`config.mk`:
```
export PLATFORM = sky130hd
export DESIGN_NAME = store_narrow_unit
export DESIGN_NICKNAME = d
export VERILOG_FILES = /design/src/rtl/store_narrow_unit_pkg.sv /design/src/rtl/store_lane_merge.sv /design/src/rtl/store_narrow_unit.sv
export SDC_FILE = /design/constraint.sdc
export NUM_CORES = 1
export LEC_CHECK = 0
export CAP_MARGIN = 0
export CORE_MARGIN = 2
export CORE_UTILIZATION = 40
export CTS_CLUSTER_DIAMETER = 30
export DETAILED_ROUTE_END_ITERATION = 8
export PLACE_DENSITY = 0.76
export REMOVE_ABC_BUFFERS = 1
export SYNTH_ARGS = -nofsm -noshare
export SYNTH_HDL_FRONTEND = slang
export SYNTH_SLANG_ARGS = --single-unit
export TNS_END_PERCENT = 10
```
`constraint.sdc`:
```
create_clock -name clk -period 2.01 [get_ports clk]
set_clock_uncertainty 0.1 [all_clocks]
set_input_delay 0.3015 -clock clk [delete_from_list [all_inputs] [get_ports clk]]
set_output_delay 0.3015 -clock clk [all_outputs]
set_load 0.03 [all_outputs]
```
`src/rtl/store_narrow_unit_pkg.sv`:
```
// Shared definitions for the data-memory store path: access size codes,
// store FSM state encodings and the alignment rule for sub-word stores.
package store_narrow_unit_pkg;

    typedef enum logic [1:0] {
        SIZE_BYTE = 2'b00,
        SIZE_HALF = 2'b01,
        SIZE_WORD = 2'b10,
        SIZE_ILL  = 2'b11
    } size_e;

    typedef enum logic [2:0] {
        ST_IDLE  = 3'd0,
        ST_READ  = 3'd1,
        ST_WRITE = 3'd2,
        ST_DONE  = 3'd3,
        ST_ERR   = 3'd4
    } state_e;

    // A store is rejected when its size code is illegal or the address is not
    // naturally aligned for that size; bytes are always aligned.
    function automatic logic is_misaligned(input logic [1:0] size, input logic [1:0] offset);
        logic bad;
        bad = 1'b0;
        case (size)
            SIZE_HALF: bad = offset[0];
            SIZE_WORD: bad = (offset != 2'b00);
            SIZE_ILL:  bad = 1'b1;
            default:   bad = 1'b0;
        endcase
        return bad;
    endfunction

endpackage

```
`src/rtl/store_lane_merge.sv`:
```
// Combinational lane merge: drops the truncated store data into its big-endian
// lane of an existing memory word, leaving every other lane untouched.
module store_lane_merge
    import store_narrow_unit_pkg::*;
(
    input  logic [31:0] old_word,
    input  logic [31:0] new_data,
    input  logic [1:0]  size,
    input  logic [1:0]  offset,
    output logic [31:0] merged
);

    // Start from the old word and overwrite only the addressed lane.
    always_comb begin
        merged = old_word;
        case (size)
            SIZE_BYTE: begin
                case (offset)
                    2'd0:    merged[31:24] = new_data[7:0];
                    2'd1:    merged[23:16] = new_data[7:0];
                    2'd2:    merged[15:8]  = new_data[7:0];
                    default: merged[7:0]   = new_data[7:0];
                endcase
            end
            SIZE_HALF: begin
                if (offset[1]) begin
                    merged[15:0] = new_data[15:0];
                end else begin
                    merged[31:16] = new_data[15:0];
                end
            end
            SIZE_WORD: merged = new_data;
            default:   merged = old_word;
        endcase
    end

endmodule

```
`src/rtl/store_narrow_unit.sv`:
```
// Store path between EX/MEM and the word-wide data memory. Word stores write
// directly; byte and halfword stores read the word, merge, then write it back.
module store_narrow_unit
    import store_narrow_unit_pkg::*;
#(
    parameter int ADDR_WIDTH = 32,
    parameter int DATA_WIDTH = 32
) (
    input  logic                  clk,
    input  logic                  reset,
    input  logic                  req_valid,
    output logic                  req_ready,
    input  logic [ADDR_WIDTH-1:0] req_addr,
    input  logic [DATA_WIDTH-1:0] req_data,
    input  logic [1:0]            req_size,
    output logic                  done,
    output logic                  misaligned,
    output logic [ADDR_WIDTH-1:0] mem_addr,
    output logic                  mem_rd,
    input  logic [DATA_WIDTH-1:0] mem_rdata,
    input  logic                  mem_rvalid,
    output logic                  mem_wr,
    output logic [DATA_WIDTH-1:0] mem_wdata,
    input  logic                  mem_wack
);

    state_e                state_q, state_d;
    logic [ADDR_WIDTH-1:0] addr_q, addr_d;
    logic [1:0]            offset_q, offset_d;
    logic [1:0]            size_q, size_d;
    logic [DATA_WIDTH-1:0] data_q, data_d;
    logic [DATA_WIDTH-1:0] wdata_q, wdata_d;
    logic [DATA_WIDTH-1:0] merged;

    store_lane_merge u_merge (
        .old_word (mem_rdata),
        .new_data (data_q),
        .size     (size_q),
        .offset   (offset_q),
        .merged   (merged)
    );

    // Next-state and datapath updates; a reset mid-operation simply abandons
    // the partial read because nothing reaches memory before WRITE.
    always_comb begin
        state_d  = state_q;
        addr_d   = addr_q;
        offset_d = offset_q;
        size_d   = size_q;
        data_d   = data_q;
        wdata_d  = wdata_q;
        case (state_q)
            ST_IDLE: begin
                if (req_valid) begin
                    addr_d   = {req_addr[ADDR_WIDTH-1:2], 2'b00};
                    offset_d = req_addr[1:0];
                    size_d   = req_size;
                    data_d   = req_data;
                    if (is_misaligned(req_size, req_addr[1:0])) begin
                        state_d = ST_ERR;
                    end else if (req_size == SIZE_WORD) begin
                        wdata_d = req_data;
                        state_d = ST_WRITE;
                    end else begin
                        state_d = ST_READ;
                    end
                end
            end
            ST_READ: begin
                if (mem_rvalid) begin
                    wdata_d = merged;
                    state_d = ST_WRITE;
                end
            end
            ST_WRITE: begin
                if (mem_wack) begin
                    state_d = ST_DONE;
                end
            end
            ST_DONE:  state_d = ST_IDLE;
            ST_ERR:   state_d = ST_IDLE;
            default:  state_d = ST_IDLE;
        endcase
    end

    // State and datapath registers with synchronous reset.
    always_ff @(posedge clk) begin
        if (reset) begin
            state_q  <= ST_IDLE;
            addr_q   <= '0;
            offset_q <= 2'b00;
            size_q   <= 2'b00;
            data_q   <= '0;
            wdata_q  <= '0;
        end else begin
            state_q  <= state_d;
            addr_q   <= addr_d;
            offset_q <= offset_d;
            size_q   <= size_d;
            data_q   <= data_d;
            wdata_q  <= wdata_d;
        end
    end

    assign req_ready  = (state_q == ST_IDLE);
    assign mem_rd     = (state_q == ST_READ);
    assign mem_wr     = (state_q == ST_WRITE);
    assign done       = (state_q == ST_DONE) || (state_q == ST_ERR);
    assign misaligned = (state_q == ST_ERR);
    assign mem_addr   = addr_q;
    assign mem_wdata  = wdata_q;

endmodule

```
==> flow_summary.toml, run 1 <==
[yosys]
yosysTopAreaCell = "dfxtp_1"
avgSynthCellArea_um2 = 7.860
synth_seq_area_share = 0.4375
yosysTopAreaCellShare = 0.4375
synth_cell_types = 39
synth_top_cells_by_area = "dfxtp_1 (44%), nand2_1 (12%), a21oi_1 (10%), o211ai_1 (3.9%), nor2_1 (3.7%)"
synthesis.area_um2 = 4622
synth_seq_cells = 101
netlist_instances = 588
ys_warn_count = 0

[setup_path]
critPathMaxFanout = 21
critPathSlowestCell = "or3b_4"
start_kind = "flop"
worstSetupEndpointType = "output pin"
cp_num_cells = 4
max_stage_delay_ns = 0.43
path_buf_inv = 3
worstPathRequired_ns = 1.61
crit_chain = "or3b_4 -> clkinv_2 -> buf_12 -> buf_12"
path_delay_family = "simple AND/OR/NAND/NOR gates"
crit_arrival_ns = 1.56
path_class = "flop to output pin"
cpMostUsedCell = "buf_12"
rr_worst_depth = 7

[placement]
io_buffers = 169
hpwl_mm = 10.77
finalWeightedCongestion = 0.8676

[finish]
drive_gt1_frac = 0.09055
final_core_util = 0.6056
final_nets = 849
multi_input_comb_area_um2 = 2347
regArea_um2 = 2024
n_fill_cell = 992
final_common_cell = "clkdlybuf4s50_1"
synthToLayoutAreaGrowth_pct = 48.97
mostFrequentLayoutCells = "clkdlybuf4s50_1 (163), nand2_1 (150), dfxtp_1 (99)"
antenna_cells = 0

[clocking]
cts_sinks = 101
clockBufferDepth = 2
htreeDepth = 3
root_buffer = "clkbuf_16"
clkSlewWorstSetupHoldPaths_ns = 0.07
cts_buffers = 9
tritoncts = "yes"
worstSkewPairLatency_ns = 0.34

[global_route]
grt_antenna_before_repair = 0
use_met2 = 0.3947
met1_usage = 0.2845
grt_busiest_layer = "met2"
grt_usage = 0.2346
first_global_vias = 4762
grt_max_degree = 42
grt_util_met3 = 0.08329
grt_pass1_wl_mm = 23.85
grt_overflow = 0

[power_and_ir_drop]
power_density_nw_per_um2 = 803.8
totalPowerFinal_w = 0.005534
vdd_drop_max_v = 0.0004754
p_leak_nw = 2.516

[floorplanning]
die_width_um = 111.5
rows = 39
die-height_um = 111.5
initial_core_util = 0.4065
die_area_um2 = 12430
core-area_um2 = 11370
io_pins = 172

[route]
drt_wl_total_mm = 14.99
antenna_left = 0
drcViolationCount = 0
vias_per_cell = 5.581
drt_pass1_iterations = 7
avgRoutedWirePerCell_um = 16.76
vias = 4989
drt_iter0_drc = 344

[min_path]
worstHoldPathCells = 2
hp-class = "input pin to flop"

[status]
status = "finished clean"

[sta]
min_period_over_period = 0.9746
final-hold-violation-count = 0
rsz0062_at_grt = "yes"
setup_viol = 0
fmax_ghz = 0.5105
slew_violations = 0
min_period_ns = 1.959

[job]
drv_cap = 0
registers in the layout (all words and copies together) (netlist names):
signal / cells
state_q: 3
data_q: 32
offset_q: 2
mem_addr: 30
mem_wdata: 32
size_q: 2
area by class of cell:
type	instances	area share
clock buffer	11	0.03525
tap	143	0.02599
sequential	101	0.2940
clock inverter	5	0.006178
inverter	2	0.001272
multi-input combinational	428	0.3409
timing repair buffer	204	0.2964
power by group:
group / switching (W) / internal [W] / leakage, nW / total [W]
registers: 0.000126 / 0.00216 / 0.827 / 0.00229
logic: 0.000868 / 0.000696 / 1.55 / 0.00156
clock network: 0.000790 / 0.000893 / 0.142 / 0.00168
total: 0.00178 / 0.00375 / 2.52 / 0.00553
cells by family (layout without fill, tap and decap cells):
logic type      Yosys count  in the layout  synth area share
compound gates          185            185            0.2677
buf+inv                  60            222           0.06010
flops                   101            101            0.4375
mux                      10             10           0.02166
other cells               1              2         0.0008113
simple gates            231            231            0.2122
path summary, 6_finish.rpt:
kind / start / endpoint / slack [ns]
min reg2reg: mem_wdata[26] / mem_wdata[26] / 0.36
min: reset / state_q[0] / 0.16
max: state_q[2] / mem_rd / 0.05
max reg2reg: state_q[0] / mem_wdata[13] / 0.07
synthesized netlist by cell type (all sizes together):
library cell	instances
nor2	47
or3	1
o21ai	10
inv	1
o211ai	24
clkbuf	33
a221oi	8
nand2b	10
a311o	16
nor4	1
a21oi	92
nor3b	1
nor4b	2
or3b	1
nand2	151
or2	2
a32o	8
a31oi	8
o31ai	1
o21bai	1
nor3	2
buf	25
dfxtp	101
a32oi	9
or4b	1
mux2i	10
conb	1
clkinv	1
nand3	8
and3b	1
nor2b	3
a22o	8
repair_timing:
item / in CTS / in global routing
pin swaps: 0 / 1
gates resized for setup: 4 / 8
hold buffers: 0 / 0
setup endpoints to repair: 18 / 20
hold endpoints to repair: 0 / 0
buffers inserted: 0 / 1
through the flow:
stage | area [µm²] | cells | hold WS (ns) | setup TNS (ns) | setup WS, ns
6_report | 6885 | 894 | 0.1646 | 0 | 0.05105
5_1_grt | 6885 | 894 | 0.1790 | -0.001923 | -0.001923
4_1_cts | 6842 | 893 | 0.1605 | -0.1065 | -0.1065
3_5_place_dp | 6559 | 877 | 0.3464 | -5.077 | -0.1550
3_3_place_gp | 6559 | 877 | 0.3418 | -2.607 | -0.1417
2_1_floorplan | 4357 | 531 | 0.2706 | -207.72 | -3.120
routing by layer:
layer | vias to the layer above | share of wire
li1 | 2375 | -
met1 | 2347 | 0.40
met2 | 249 | 0.48
met3 | 18 | 0.10
met4 | 0 | 0.013
met5 | - | 0
Note: power is estimated with default switching activity, not from simulation.
==> inputs of run 2 (changes only) <==
--- a/config.mk
+++ b/config.mk
@@ -7,10 +7,10 @@
 export LEC_CHECK = 0
 export CAP_MARGIN = 0
 export CORE_MARGIN = 2
-export CORE_UTILIZATION = 40
+export CORE_UTILIZATION = 45
 export CTS_CLUSTER_DIAMETER = 30
 export DETAILED_ROUTE_END_ITERATION = 8
-export PLACE_DENSITY = 0.76
+export PLACE_DENSITY = 0.81
 export REMOVE_ABC_BUFFERS = 1
 export SYNTH_ARGS = -nofsm -noshare
 export SYNTH_HDL_FRONTEND = slang
==> constraint.sdc (replaced) <==
create_clock -name clk -period 2.1 [get_ports clk]
set_clock_uncertainty 0.1 [all_clocks]
set_input_delay 0.315 -clock clk [delete_from_list [all_inputs] [get_ports clk]]
set_output_delay 0.315 -clock clk [all_outputs]
set_load 0.03 [all_outputs]
==> flow_summary.toml, run 2 (synthesis results as in run 1) <==
[setup_path]
max_stage_delay_ns = 0.45
critPathMaxFanout = 7
path_class = "flop to output pin"
path_buf_inv = 2
worstSetupEndpointType = "output pin"
start_kind = "flop"
path_delay_family = "buffers and inverters"
crit_chain = "buf_12 -> nor3b_1 -> dlygate4sd2_1"
worstPathRequired_ns = 1.68
critPathSlowestCell = "dlygate4sd2_1"
crit_arrival_ns = 1.56

[clocking]
cts_buffers = 9
post-cts-setup-buffers = 0
clkSlewWorstSetupHoldPaths_ns = 0.10
clockBufferDepth = 2
htreeDepth = 3
root_buffer = "clkbuf_8"
tritoncts = "yes"
cts_sinks = 101
worstSkewPairLatency_ns = 0.36

[finish]
antenna_cells = 0
final_nets = 843
final_common_cell = "clkdlybuf4s50_1"
n_fill_cell = 796
synthToLayoutAreaGrowth_pct = 45.94
layoutNonFillerInstCount = 877
final_core_util = 0.6838
drive_gt1_frac = 0.07930
mostFrequentLayoutCells = "clkdlybuf4s50_1 (163), nand2_1 (150), dfxtp_1 (101)"

[route]
vias = 4936
drt_wl_total_mm = 14.70
vias_per_cell = 5.628
drt_iter0_drc = 319
drt_pass1_iterations = 5
avgRoutedWirePerCell_um = 16.76
antenna_left = 0
drcViolationCount = 0

[placement]
finalWeightedCongestion = 0.9033
placedCellCount = 862
io_buffers = 169
hpwl_mm = 10.40

[sta]
min_period_ns = 1.973
rsz0062_at_grt = "no"
setup_viol = 0
fmax_ghz = 0.5069
min_period_over_period = 0.9395
final-hold-violation-count = 0
slew_violations = 0

[power_and_ir_drop]
power_density_nw_per_um2 = 773.4
totalPowerFinal_w = 0.005217
vdd_drop_max_v = 0.0005020
p_leak_nw = 2.452

[global_route]
grt_pass1_wl_mm = 23.62
grt_max_degree = 45
first_global_vias = 4876
grt_usage = 0.2616
grt_overflow = 0
grt_antenna_before_repair = 0

[floorplanning]
core-area_um2 = 9864
rows = 36
die_area_um2 = 11100
die-height_um = 105.3
die_width_um = 105.3
initial_core_util = 0.4685
io_pins = 172

[min_path]
hp-class = "input pin to flop"

[job]
drv_cap = 0

[status]
status = "finished clean"
run 2: changes by cell type in the layout (fill, tap and decap cells not counted), sizes merged:
cell	before	now
buf	38	30
bufinv	0	4
inv	4	2
clkinv	3	2
dlygate4sd1	1	0
dlygate4sd2	2	3
run 2: report_power, final:
| part | internal, W | switching [W] | total (W) |
|---|---|---|---|
| logic | 0.000628 | 0.000827 | 0.00145 |
| registers | 0.00207 | 0.000114 | 0.00218 |
| clock network | 0.000908 | 0.000673 | 0.00158 |
| total | 0.00360 | 0.00161 | 0.00522 |
run 2: per-stage QoR:
step / setup TNS (ns) / worst slack, ns / area, µm² / hold WS [ns]
global placement: -0.06945 / -0.04447 / 6501 / 0.3411
global route: 0 / 0.03899 / 6745 / 0.2510
floorplan: -198.72 / -3.030 / 4357 / 0.2841
detailed placement: -1.487 / -0.08338 / 6501 / 0.3485
finish: 0 / 0.1271 / 6745 / 0.2482
CTS: 0 / 0.004425 / 6753 / 0.2303
run 2: per-layer routing:
layer / GRT usage / share of wire / up-vias
met5: 0 / 0 / -
met4: 0.1143 / 0.031 / 0
met3: 0.07978 / 0.10 / 42
met2: 0.4249 / 0.46 / 259
met1: 0.3192 / 0.40 / 2274
li1: - / - / 2361
run 2: path summary, 6_finish.rpt:
| check | from | to | slack (ns) | cells past startpoint |
|---|---|---|---|---|
| worst max-delay path | state_q[1] | misaligned | 0.13 | 3 |
| worst max register to register | state_q[1] | mem_wdata[28] | 0.23 | 5 |
| worst min register to register | mem_addr[22] | mem_addr[22] | 0.36 | 2 |
| worst min-delay path | reset | data_q[4] | 0.25 | 2 |
run 2: cell type report:
class	instances	area, µm²	share of cell area
Multi-Input combinational cell	428	2337	0.3465
Sequential cell	101	2022	0.2998
Timing Repair Buffer	198	1953	0.2896
Tap cell	133	166.4	0.02467
Clock inverter	6	133.9	0.01985
Clock buffer	9	123.9	0.01836
Inverter	2	8.758	0.001298
run 2: repair_timing:
| item | 4_1_cts | 5_1_grt |
|---|---|---|
| setup endpoints to repair | 5 | 2 |
| hold buffers | 0 | 0 |
| gates resized for setup | 5 | 4 |
run 2: worst reg2reg max path: cells and delay by family, from the launching register on:
kind | cells | cell delay [ns]
AOI/OAI and AO/OA | 3 | 0.64
and+or+nand+nor | 1 | 0.39
DFF | 1 | 0.34
buffers and inverters | 1 | 0.28
==> inputs of run 3 (changes only) <==
--- a/config.mk
+++ b/config.mk
@@ -6,7 +6,7 @@
 export NUM_CORES = 1
 export LEC_CHECK = 0
 export CAP_MARGIN = 0
-export CORE_MARGIN = 2
+export CORE_MARGIN = 8
 export CORE_UTILIZATION = 45
 export CTS_CLUSTER_DIAMETER = 30
 export DETAILED_ROUTE_END_ITERATION = 8
==> flow_summary.toml, run 3 (synthesis results as in run 1) <==
[status]
status = "finished clean"

[clocking]
worstSkewPairLatency_ns = 0.36
clkSlewWorstSetupHoldPaths_ns = 0.11
cts_buffers = 9
tritoncts = "yes"
cts_sinks = 101
htreeDepth = 3
clockBufferDepth = 2
root_buffer = "clkbuf_8"

[power_and_ir_drop]
p_seq_frac = 0.449
p_leak_nw = 2.420
totalPowerFinal_w = 0.004848
pwr-share-comb = 0.304
power_density_nw_per_um2 = 724.0
p_clk_frac = 0.246
vdd_drop_max_v = 0.0004023
p_int_w = 0.003191
p_sw_frac = 0.3418
p_sw_w = 0.001657

[finish]
final_common_cell = "clkdlybuf4s50_1"
antenna_cells = 0
synthToLayoutAreaGrowth_pct = 44.88
regArea_um2 = 2022
final_nets = 843
final_area_um2 = 6696
mostFrequentLayoutCells = "clkdlybuf4s50_1 (163), nand2_1 (150), dfxtp_1 (101)"
final_core_util = 0.6605
n_fill_cell = 844
drive_gt1_frac = 0.08054
multi_input_comb_area_um2 = 2337

[setup_path]
crit_chain = "buf_4 -> nor3_1 -> dlygate4sd2_1"
max_stage_delay_ns = 0.44
crit_path_start = "state_q[1]"
worstPathRequired_ns = 1.68
worstSetupEndpointType = "output pin"
critPathMaxFanout = 7
path_buf_inv = 2
path_class = "flop to output pin"
crit_arrival_ns = 1.57
start_kind = "flop"
r2r_start = "state_q[1]"
critPathSlowestCell = "dlygate4sd2_1"
path_delay_family = "buffers and inverters"

[placement]
hpwl_mm = 11.33
postPlaceCellArea_um2 = 6515
io_buffers = 169
finalWeightedCongestion = 0.9014

[route]
vias = 5021
drcViolationCount = 0
drt_pass1_iterations = 5
drt_wl_total_mm = 15.67
antenna_left = 0
vias_per_cell = 5.699
avgRoutedWirePerCell_um = 17.79
drt_iter0_drc = 306

[sta]
final-hold-violation-count = 0
min_period_ns = 1.989
whs_ns = 0.2438
tightest_slew_ns = 0.6192
fmax_ghz = 0.5027
relSlewSlack = 0.5871
min_period_over_period = 0.9472
rsz0062_at_grt = "no"
setup_viol = 0
slew_violations = 0

[global_route]
grt_antenna_before_repair = 0
grt_max_degree = 59
grt_overflow = 0
first_global_vias = 5034
grt_usage = 0.2203
grt_pass1_wl_mm = 25.29

[floorplanning]
die_width_um = 117.3
die_area_um2 = 13770
core-area_um2 = 10140
initial_core_util = 0.4559
rows = 37
die-height_um = 117.3
io_pins = 172

[min_path]
hp-class = "input pin to flop"
hold_start = "reset"

[job]
drv_cap = 0
-- run 3: path summary, 6_finish.rpt --
check	cells after the start	slack (ns)	to
max	3	0.11	req_ready
min	2	0.24	data_q[4]
max reg2reg	6	0.16	mem_wdata[9]
min reg2reg	2	0.36	mem_addr[8]
-- run 3: power groups by stage --
stage | Sequential (W) | Clock (W) | Combinational, W
3_3_place_gp | 0.00221 | 0 | 0.00144
3_5_place_dp | 0.00222 | 0 | 0.00147
6_report | 0.00218 | 0.00119 | 0.00147
5_1_grt | 0.00220 | 0.00130 | 0.00159
4_1_cts | 0.00218 | 0.00122 | 0.00147
2_1_floorplan | 0.00237 | 0 | 0.000582
-- run 3: area by class of cell --
class / instances / share of cell area
Inverter: 2 / 0.001308
Timing Repair Buffer: 198 / 0.2939
Sequential cell: 101 / 0.3019
Clock buffer: 10 / 0.02055
Clock inverter: 6 / 0.007848
Tap cell: 136 / 0.02541
Multi-Input combinational cell: 428 / 0.3490
-- run 3: repair_timing --
item / 4_1_cts / 5_1_grt
setup buffers: 0 / 0
cloned: 0 / 0
endpoints found under the setup margin: 4 / 1
hold buffers: 0 / 0
gates resized for setup: 5 / 1
-- run 3: metrics by stage --
step	instances	worst slack, ns	TNS, ns
after floorplan	531	-3.030	-198.72
after CTS	881	0.02136	0
final	881	0.1108	0
after detailed placement	865	-0.09546	-1.252
after global routing	881	0.01625	0
after global placement	865	-0.06470	-0.7805
-- run 3: metal layers --
layer,track usage,part of all wire,vias up
met5,0,0,-
met4,0.07218,0.023,0
met3,0.1070,0.13,27
met2,0.3541,0.45,314
met1,0.2507,0.40,2322
li1,-,-,2358
==> RTL edit: new RTL, config.mk and constraints of run 2 <==
Encoding of `state_e`: now Gray code (3 bits for 5 states).
--- a/src/rtl/store_narrow_unit_pkg.sv
+++ b/src/rtl/store_narrow_unit_pkg.sv
@@ -12,7 +12,7 @@
     typedef enum logic [2:0] {
-        ST_IDLE  = 3'd0,
-        ST_READ  = 3'd1,
-        ST_WRITE = 3'd2,
-        ST_DONE  = 3'd3,
-        ST_ERR   = 3'd4
+        ST_IDLE  = 3'b000,
+        ST_READ  = 3'b001,
+        ST_WRITE = 3'b011,
+        ST_DONE  = 3'b010,
+        ST_ERR   = 3'b110
     } state_e;
Behaviour: same outputs for any inputs over 4 cycles, from zero or initial values and one cycle with reset high; so few cycles prove little.
==> RTL edit against run 2 <==
Total power decreased by 9.8%. Final area decreased by 2.2%. Sequential cell count unchanged. Synthesized area decreased by 2.7%. Hold slack improved by 0.041 ns. Sequential share of layout area increased by 0.68 points. Synthesized cell count decreased by 4.6%. Via count decreased by 4.5%. Worst setup slack got worse by 0.053 ns. Wire length decreased by 5.5%. Global-route usage decreased by 1.0 points.
==> RTL edit: results (changes against run 2) <==
PLACED_AREA_SQ_UM=6400  # -1.6%
OVERALL_ROUTED_NET_LENGTH_MICRONS=13890  # -5.5%
YOSYS-MUX-AREA-FRACTION_PCT=1.781  # -0.38 points
MET2_USAGE_PCT=43.47  # +0.98 points
FINALWEIGHTEDCONGESTION=0.8327  # -7.8%
MULTI_INPUT_LOGIC_PORTION_OF_THE_CELL_AREA_PCT=34.70  # +0.049 points
ROUTED-WL-MET2_MICRONS=6954  # +2.6%
FRACTION_OF_THE_MAPPED_NETLIST_AREA_IN_COMPOUND_GATES_PCT=26.82  # +0.049 points
CRIT-REG2REG-LAUNCH='state_q[2]$_SDFFE_PP0P_'
BUFAREASHARENONCLOCK_PCT=29.27  # +0.32 points
FINAL_CELL_COUNT_WITHOUT_FILLERS=863  # -1.6%
VIAS=4712  # -4.5%
WIRELENGTH_MET1_MICRONS=5490  # -7.2%
R2R_END='mem_wdata[11]$_SDFFE_PP0P_'
CP-ENDPOINT='req_ready'
POST-DP-HPWL_MICRONS=9807  # -5.7%
SEQUENTIAL_CELL_AREA_SQ_UM=2022  # unchanged
GRT_FIRST_PASS_WIRELENGTH_MICRONS=22460  # -4.9%
IRDROPWORSTVDD_V=0.0004903  # -2.3%
GRT_UTIL_MET3_PCT=7.707  # -0.27 points
RRSETUPSLACK_NS=0.12  # -0.11 ns
TIMING.CRITICAL_PATH.ARRIVAL_NS=1.61  # +0.05 ns
VIA_COUNT_OF_THE_FIRST_GLOBAL_ROUTING_PASS=4596  # -5.7%
SYNTH_UNIQUE_CELLS=37  # -5.1%
POSTSYNTHCELLCOUNT=561  # -4.6%
FINAL-CLK-CELL-SHARE_PCT=2.732  # -1.1 points
FILLERINSTANCES=816  # +2.5%
POST_CTS.RESIZED_INSTANCES=6  # +1
N_MULTI_INPUT_COMBINATIONAL_CELL=414  # -3.3%
POST-CTS-SETUP-BUFFER-COUNT=1  # +1
DRT_ITER0_DRC=350  # +9.7%
SYNTH.YOSYS.SEQ_AREA_SHARE_PCT=44.96  # +1.2 points
NON_CLOCK_BUFFER_COUNT=197  # -0.51%
OUTCOME='completed'
CELLLEAKAGEPOWER_nW=2.594  # +5.8%
GRT_START_MAX_NET_PINS=68  # +51%
POWER.SHARE.CLOCK_PCT=24.4  # -5.9 points
WL_MET3_MICRONS=1322  # -14%
GLOBAL_ROUTE.USAGE.TOTAL_PCT=25.16  # -1.0 points
WHS_ENDPOINT='mem_addr[12]$_SDFFE_PP0P_'
CRITICAL-PATH-MAX-STAGE-DELAY_NS=0.46
GLOBALROUTEMET1UTIL_PCT=30.43  # -1.5 points
SYNTHTOPCELLSBYCOUNT='183 x sky130_fd_sc_hd__nand2_1, 101 x sky130_fd_sc_hd__dfxtp_1, 88 x sky130_fd_sc_hd__a21oi_1'
INTPOWER_W=0.003122  # -13%
==> RTL edit: changes by cell type in the layout (fill, tap and decap cells not counted), sizes merged, moves of 9 or more <==
| cell | delta |
|---|---|
| o211ai | -24 |
| a21o | +10 |
| a221o | +17 |
| o31ai | +23 |
| nor2 | -19 |
| nand2 | +32 |
| a32oi | -9 |
| a311o | -16 |
==> RTL edit: metrics by stage <==
stage | hold slack [ns] | utilization (%) | power, W | setup slack, ns | setup TNS, ns
after global routing | 0.2886 | 67.79 | 0.004919 | 0.01069 | 0
after global placement | 0.3381 | 65.78 | 0.003552 | -0.3789 | -23.91
final | 0.2888 | 67.79 | 0.004706 | 0.07374 | 0
after CTS | 0.2814 | 67.75 | 0.004725 | 0.01228 | 0
after floorplan | 0.2841 | - | 0.002917 | -3.771 | -303.02
after detailed placement | 0.3476 | 65.78 | 0.003591 | -0.4228 | -26.49
==> RTL edit: critical path: cells and delay by family (launching register included) <==
family / cells / cell delay, ns
flops: 1 / 0.33
buf+inv: 2 / 0.62
simple gates: 1 / 0.31
